[src/rtl/mlp_ctrl_pkg.sv]
// Shared definitions for the MLP inference controller: FSM state encoding
// and default frame/latency/address geometry.
package mlp_ctrl_pkg;

  typedef enum logic [2:0] {
    ST_IDLE  = 3'd0,
    ST_LOAD  = 3'd1,
    ST_ZFILL = 3'd2,
    ST_DRAIN = 3'd3,
    ST_RUN   = 3'd4,
    ST_DONE  = 3'd5
  } state_t;

  localparam int DEF_N_PIX      = 784;
  localparam int DEF_LAT_CYCLES = 864;
  localparam int DEF_ADDR_W     = 10;

  // Pixel beats are only taken while a frame can still be loaded or drained.
  function automatic logic accepts_beats(input state_t s);
    return (s == ST_IDLE) || (s == ST_LOAD) || (s == ST_DRAIN);
  endfunction

endpackage

[src/rtl/mlp_infer_ctrl.sv]
// Frame sequencer for an MLP digit classifier: loads one frame of pixels into an
// external buffer, holds the datapath in reset between frames, and returns one prediction.
module mlp_infer_ctrl
  import mlp_ctrl_pkg::*;
#(
  parameter int N_PIX      = DEF_N_PIX,
  parameter int LAT_CYCLES = DEF_LAT_CYCLES,
  parameter int ADDR_W     = DEF_ADDR_W
) (
  input  logic              clk,
  input  logic              rstn,
  input  logic              s_valid,
  output logic              s_ready,
  input  logic [31:0]       s_data,
  input  logic              s_last,
  output logic              pix_we,
  output logic [ADDR_W-1:0] pix_addr,
  output logic [31:0]       pix_wdata,
  output logic              nn_rstn,
  input  logic [3:0]        pred_in,
  output logic              m_valid,
  input  logic              m_ready,
  output logic [3:0]        m_pred,
  output logic              short_frame,
  output logic              long_frame,
  output logic [15:0]       frame_cnt
);

  localparam int FILL_W = ADDR_W + 1;
  localparam int RUN_W  = $clog2(LAT_CYCLES + 1);

  localparam logic [ADDR_W-1:0] LAST_IDX = ADDR_W'(N_PIX - 1);
  localparam logic [FILL_W-1:0] FILL_END = FILL_W'(N_PIX);
  localparam logic [RUN_W-1:0]  RUN_LAST = RUN_W'(LAT_CYCLES - 1);

  state_t              state, state_next;
  logic [ADDR_W-1:0]   idx, idx_next;
  logic [FILL_W-1:0]   fill, fill_next;
  logic [RUN_W-1:0]    run_cnt, run_cnt_next;
  logic                we_next;
  logic [ADDR_W-1:0]   addr_next;
  logic [31:0]         wdata_next;
  logic                short_next, long_next;
  logic                cap_pred, frame_done;
  logic                accept;
  logic [ADDR_W-1:0]   cur_idx;

  assign s_ready = accepts_beats(state);
  assign accept  = s_valid && s_ready;
  assign cur_idx = (state == ST_IDLE) ? '0 : idx;

  always_comb begin
    state_next   = state;
    idx_next     = idx;
    fill_next    = fill;
    run_cnt_next = run_cnt;
    we_next      = 1'b0;
    addr_next    = pix_addr;
    wdata_next   = pix_wdata;
    short_next   = short_frame;
    long_next    = long_frame;
    cap_pred     = 1'b0;
    frame_done   = 1'b0;

    case (state)
      ST_IDLE, ST_LOAD: begin
        if (accept) begin
          we_next    = 1'b1;
          addr_next  = cur_idx;
          wdata_next = s_data;
          if (state == ST_IDLE) begin
            short_next = 1'b0;
            long_next  = 1'b0;
          end
          // A complete frame still passes through ZFILL with nothing left to
          // fill, so its final registered write lands before the datapath starts.
          if (cur_idx == LAST_IDX) begin
            if (s_last) begin
              state_next = ST_ZFILL;
              fill_next  = FILL_END;
            end else begin
              state_next = ST_DRAIN;
            end
          end else if (s_last) begin
            state_next = ST_ZFILL;
            short_next = 1'b1;
            fill_next  = FILL_W'(cur_idx) + FILL_W'(1);
          end else begin
            state_next = ST_LOAD;
            idx_next   = cur_idx + ADDR_W'(1);
          end
        end
      end

      ST_ZFILL: begin
        if (fill == FILL_END) begin
          state_next   = ST_RUN;
          run_cnt_next = '0;
        end else begin
          we_next    = 1'b1;
          addr_next  = fill[ADDR_W-1:0];
          wdata_next = '0;
          fill_next  = fill + FILL_W'(1);
        end
      end

      ST_DRAIN: begin
        if (accept) begin
          long_next = 1'b1;
          if (s_last) begin
            state_next   = ST_RUN;
            run_cnt_next = '0;
          end
        end
      end

      ST_RUN: begin
        if (run_cnt == RUN_LAST) begin
          cap_pred   = 1'b1;
          state_next = ST_DONE;
        end else begin
          run_cnt_next = run_cnt + RUN_W'(1);
        end
      end

      ST_DONE: begin
        if (m_ready) begin
          frame_done = 1'b1;
          state_next = ST_IDLE;
        end
      end

      default: state_next = ST_IDLE;
    endcase
  end

  // nn_rstn and m_valid are decoded from the next state so they track the
  // state register exactly while still coming straight from flops.
  always_ff @(posedge clk or negedge rstn) begin
    if (!rstn) begin
      state       <= ST_IDLE;
      idx         <= '0;
      fill        <= '0;
      run_cnt     <= '0;
      pix_we      <= 1'b0;
      pix_addr    <= '0;
      pix_wdata   <= '0;
      nn_rstn     <= 1'b0;
      m_valid     <= 1'b0;
      m_pred      <= '0;
      short_frame <= 1'b0;
      long_frame  <= 1'b0;
      frame_cnt   <= '0;
    end else begin
      state       <= state_next;
      idx         <= idx_next;
      fill        <= fill_next;
      run_cnt     <= run_cnt_next;
      pix_we      <= we_next;
      pix_addr    <= addr_next;
      pix_wdata   <= wdata_next;
      nn_rstn     <= (state_next == ST_RUN);
      m_valid     <= (state_next == ST_DONE);
      short_frame <= short_next;
      long_frame  <= long_next;
      if (cap_pred) begin
        m_pred <= pred_in;
      end
      if (frame_done) begin
        frame_cnt <= frame_cnt + 16'd1;
      end
    end
  end

endmodule

[config.mk]
export PLATFORM = sky130hd
export DESIGN_NAME = mlp_infer_ctrl
export DESIGN_NICKNAME = d
export VERILOG_FILES = /design/src/rtl/mlp_ctrl_pkg.sv /design/src/rtl/mlp_infer_ctrl.sv
export SDC_FILE = /design/constraint.sdc
export NUM_CORES = 1
export LEC_CHECK = 0
export BUFFER_PORTS_ARGS = -buffer_cell sky130_fd_sc_hd__buf_4
export CAP_MARGIN = 20
export CORE_MARGIN = 2
export CORE_UTILIZATION = 59
export CTS_CLUSTER_DIAMETER = 200
export DETAILED_ROUTE_END_ITERATION = 8
export PLACE_DENSITY_LB_ADDON = 0.15
export SLEW_MARGIN = 30
export SYNTH_ARGS = -nofsm -noshare
export SYNTH_HDL_FRONTEND = slang
export SYNTH_SLANG_ARGS = --single-unit
export TNS_END_PERCENT = 5
[constraint.sdc]
create_clock -name clk -period 7.5 [get_ports clk]
set_clock_uncertainty 0.1 [all_clocks]
set_input_delay 0.75 -clock clk [delete_from_list [all_inputs] [get_ports clk]]
set_output_delay 0.75 -clock clk [all_outputs]
set_load 0.05 [all_outputs]
==> metrics <==
status=finished, final reports clean; Slowest cell on crit path=dfrtp_1; max-slew violation count=0; first-pass GRT wire length=approximately 19 mm; Area contributors post-synth=dfrtp_1, a32o_1, o21ai_0, nand2_1, xnor2_1; buffers added on ports=about 110; P_leak=approximately 2.8 nW; Worst EP required=~7.7 ns; worst-path cell chain=or3_1 -> and2_1 -> ha_1 -> and4b_1 -> and3_1 -> o211a_1 -> a211oi_1; Worst VDD drop=~0.00018 V; vias post-DR=~4.1k; vias in the first global route=3892; DR pass1 iterations=5; flops & latches, synth=a little over 100; cell area after synthesis=approximately 5000 sq um; Die Span X=just under 100 microns; GRT Residual Overflow=0; Rows=33; critical path type=register to register; worst skew pair latency=roughly 0.36 ns; Tcrit/Tclk final=between 30 and 40%; DRC violations left=0; CTS sink cnt=slightly above 100; RSZ-0062 raised after global routing=no; global router's overall resource usage=about 26%; FFs w/ async S/R, synth=100.0%; Yosys top cell area share=approximately half; diode count=0; Critical Path Fanout Max=21; PwrDens=about 420 nW/um^2; crit path launch type=register; Clock transition at path regs=~0.10 ns; nets=just under 600; post-DP HPWL=~8.4 mm; final setup TNS=0 ns; WL/cell=17.83 microns; Final min period=~2.8 ns; Die H=roughly 96 microns; most frequent cells in the layout=buf_4, dfrtp_1, nand2_1; Starting Density=about three fifths; relative slew slack=51.53%; area grow syn2layout=20.07%; nature of the critical path endpoint=register; largest net degree at the start of global routing=59; max-cap violations=0; CTS tree=done; Root Buffer=clkbuf_8; die area=9257 sq um; Yosys warnings=0; EDFF count, synth=0; overall power=approximately 2.6 mW; f_max=approximately 0.35 GHz; final setup fails=0; overall routed net length=11.75 mm; final hold violation count=0; post_cts resized=0; # Post-CTS Setup Buffers=0; WP data arrival=between 3 and 4 ns; Least-Margin Pin Slew=0.7262 ns; hold buffer count at cts=0; Crit path buffers/inverters=0; ys flop type=dfrtp_1; antenna violations before repair=0; CP top delay family=simple AND/OR/NAND/NOR gates; Synth Instances=roughly 460; Max clock buf depth=2; Num CTS Buffers=9; num ports=approximately 110; Detailed Route Iter0 Violations=355; Placer Congestion=about 0.96; Post-DRT Antenna Nets=0; Synth Net Count=503; Hold Crit Class=input pin to asynchronous set/reset pin; ratio of cells with drive above 1 in the final layout=slightly below 30%; DR vias/cell=around 6.3; H-tree levels=3; most common cell after layout, fill and taps aside=buf_4; Netlist cell types=70; hold_ws=roughly 0.25 ns; CP max stage delay=just over 0.6 ns; Seq/Total Area, Yosys=between 50 and 60%; Core Util, Final=73.32%; Avg Cell Area, Syn=roughly 11 sq um; dpl cell area=slightly below 6000 sq um; Synth area leader=dfrtp_1; Core Region=between 8000 and 9000 sq um; fin area=~6000 sq um
cell usage after synthesis, types with 10 or more instances:
library cell and count:
clkbuf_1 19, a32o_1 32, dfrtp_1 101, xnor2_1 14, xor2_1 11, nand3_1 20, a21oi_1 18, o21ai_0 31
nand4_1 10, inv_1 11, nand2_1 33, nor2_1 13
cell type report:
type / count / area (sq um)
clock inverter: 6 / 55.05
sequential: 101 / 2527
multi-input combinational: 313 / 2287
clock buffer: 10 / 137.6
timing repair buffer: 112 / 840.8
fill: 562 / 2192
inverter: 12 / 45.04
tap: 105 / 131.4
registers in the layout, indices dropped and copies added (netlist names):
signal / count
pix_addr: 10
pix_wdata: 32
m_valid: 1
run_cnt: 10
m_pred: 4
pix_we: 1
idx: 10
long_frame: 1
state: 3
frame_cnt: 16
fill: 11
short_frame: 1
nn_rstn: 1
path summary, 6_finish.rpt:
path                                             end  slack [ns]  cells after the start                 startpoint
max                              fill[0]$_DFFE_PN0P_        4.66                      7         state[1]$_DFF_PN0_
min                        pix_wdata[30]$_DFFE_PN0P_        0.25                      1                       rstn
max reg2reg                      fill[0]$_DFFE_PN0P_        4.66                      7         state[1]$_DFF_PN0_
min reg2reg                frame_cnt[15]$_DFFE_PN0P_        0.38                      1  frame_cnt[15]$_DFFE_PN0P_
max in group asynchronous        fill[8]$_DFFE_PN0P_        5.92                      2                       rstn
min in group clk           frame_cnt[15]$_DFFE_PN0P_        0.38                      1  frame_cnt[15]$_DFFE_PN0P_
power breakdown:
group / switching, mW / internal [mW] / total (mW)
registers: 0.195 / 0.725 / 0.919
logic: 0.844 / 0.452 / 1.30
clock network: 0.200 / 0.136 / 0.336
total: 1.24 / 1.31 / 2.55
metrics by stage:
stage	setup slack (ns)	cells
global placement	4.501	643
global route	4.492	659
floorplan	5.061	457
detailed placement	4.387	643
CTS	4.377	659
finish	4.663	659
cell families after synthesis:
| logic type | share of synthesized area (%) |
|---|---|
| AOI/OAI and AO/OA | 18.78 |
| xor gates and xnor gates | 4.364 |
| adders and majority gates | 1.247 |
| buffers and inverters | 4.214 |
| DFF | 50.37 |
| muxes | 4.289 |
| and+or+nand+nor | 16.73 |
layer usage:
| metal | GRT usage (%) | wire length (microns) | part of all wire [%] | vias up |
|---|---|---|---|---|
| li1 | - | - | - | 1912 |
| met1 | 35.73 | 5160 | 44 | 2031 |
| met2 | 41.55 | 5515 | 47 | 175 |
| met3 | 4.464 | 828 | 7.0 | 26 |
| met4 | 8.929 | 248 | 2.1 | 0 |
| met5 | 0 | 0 | 0 | - |
No activity file was read; power rests on OpenSTA's default activity.
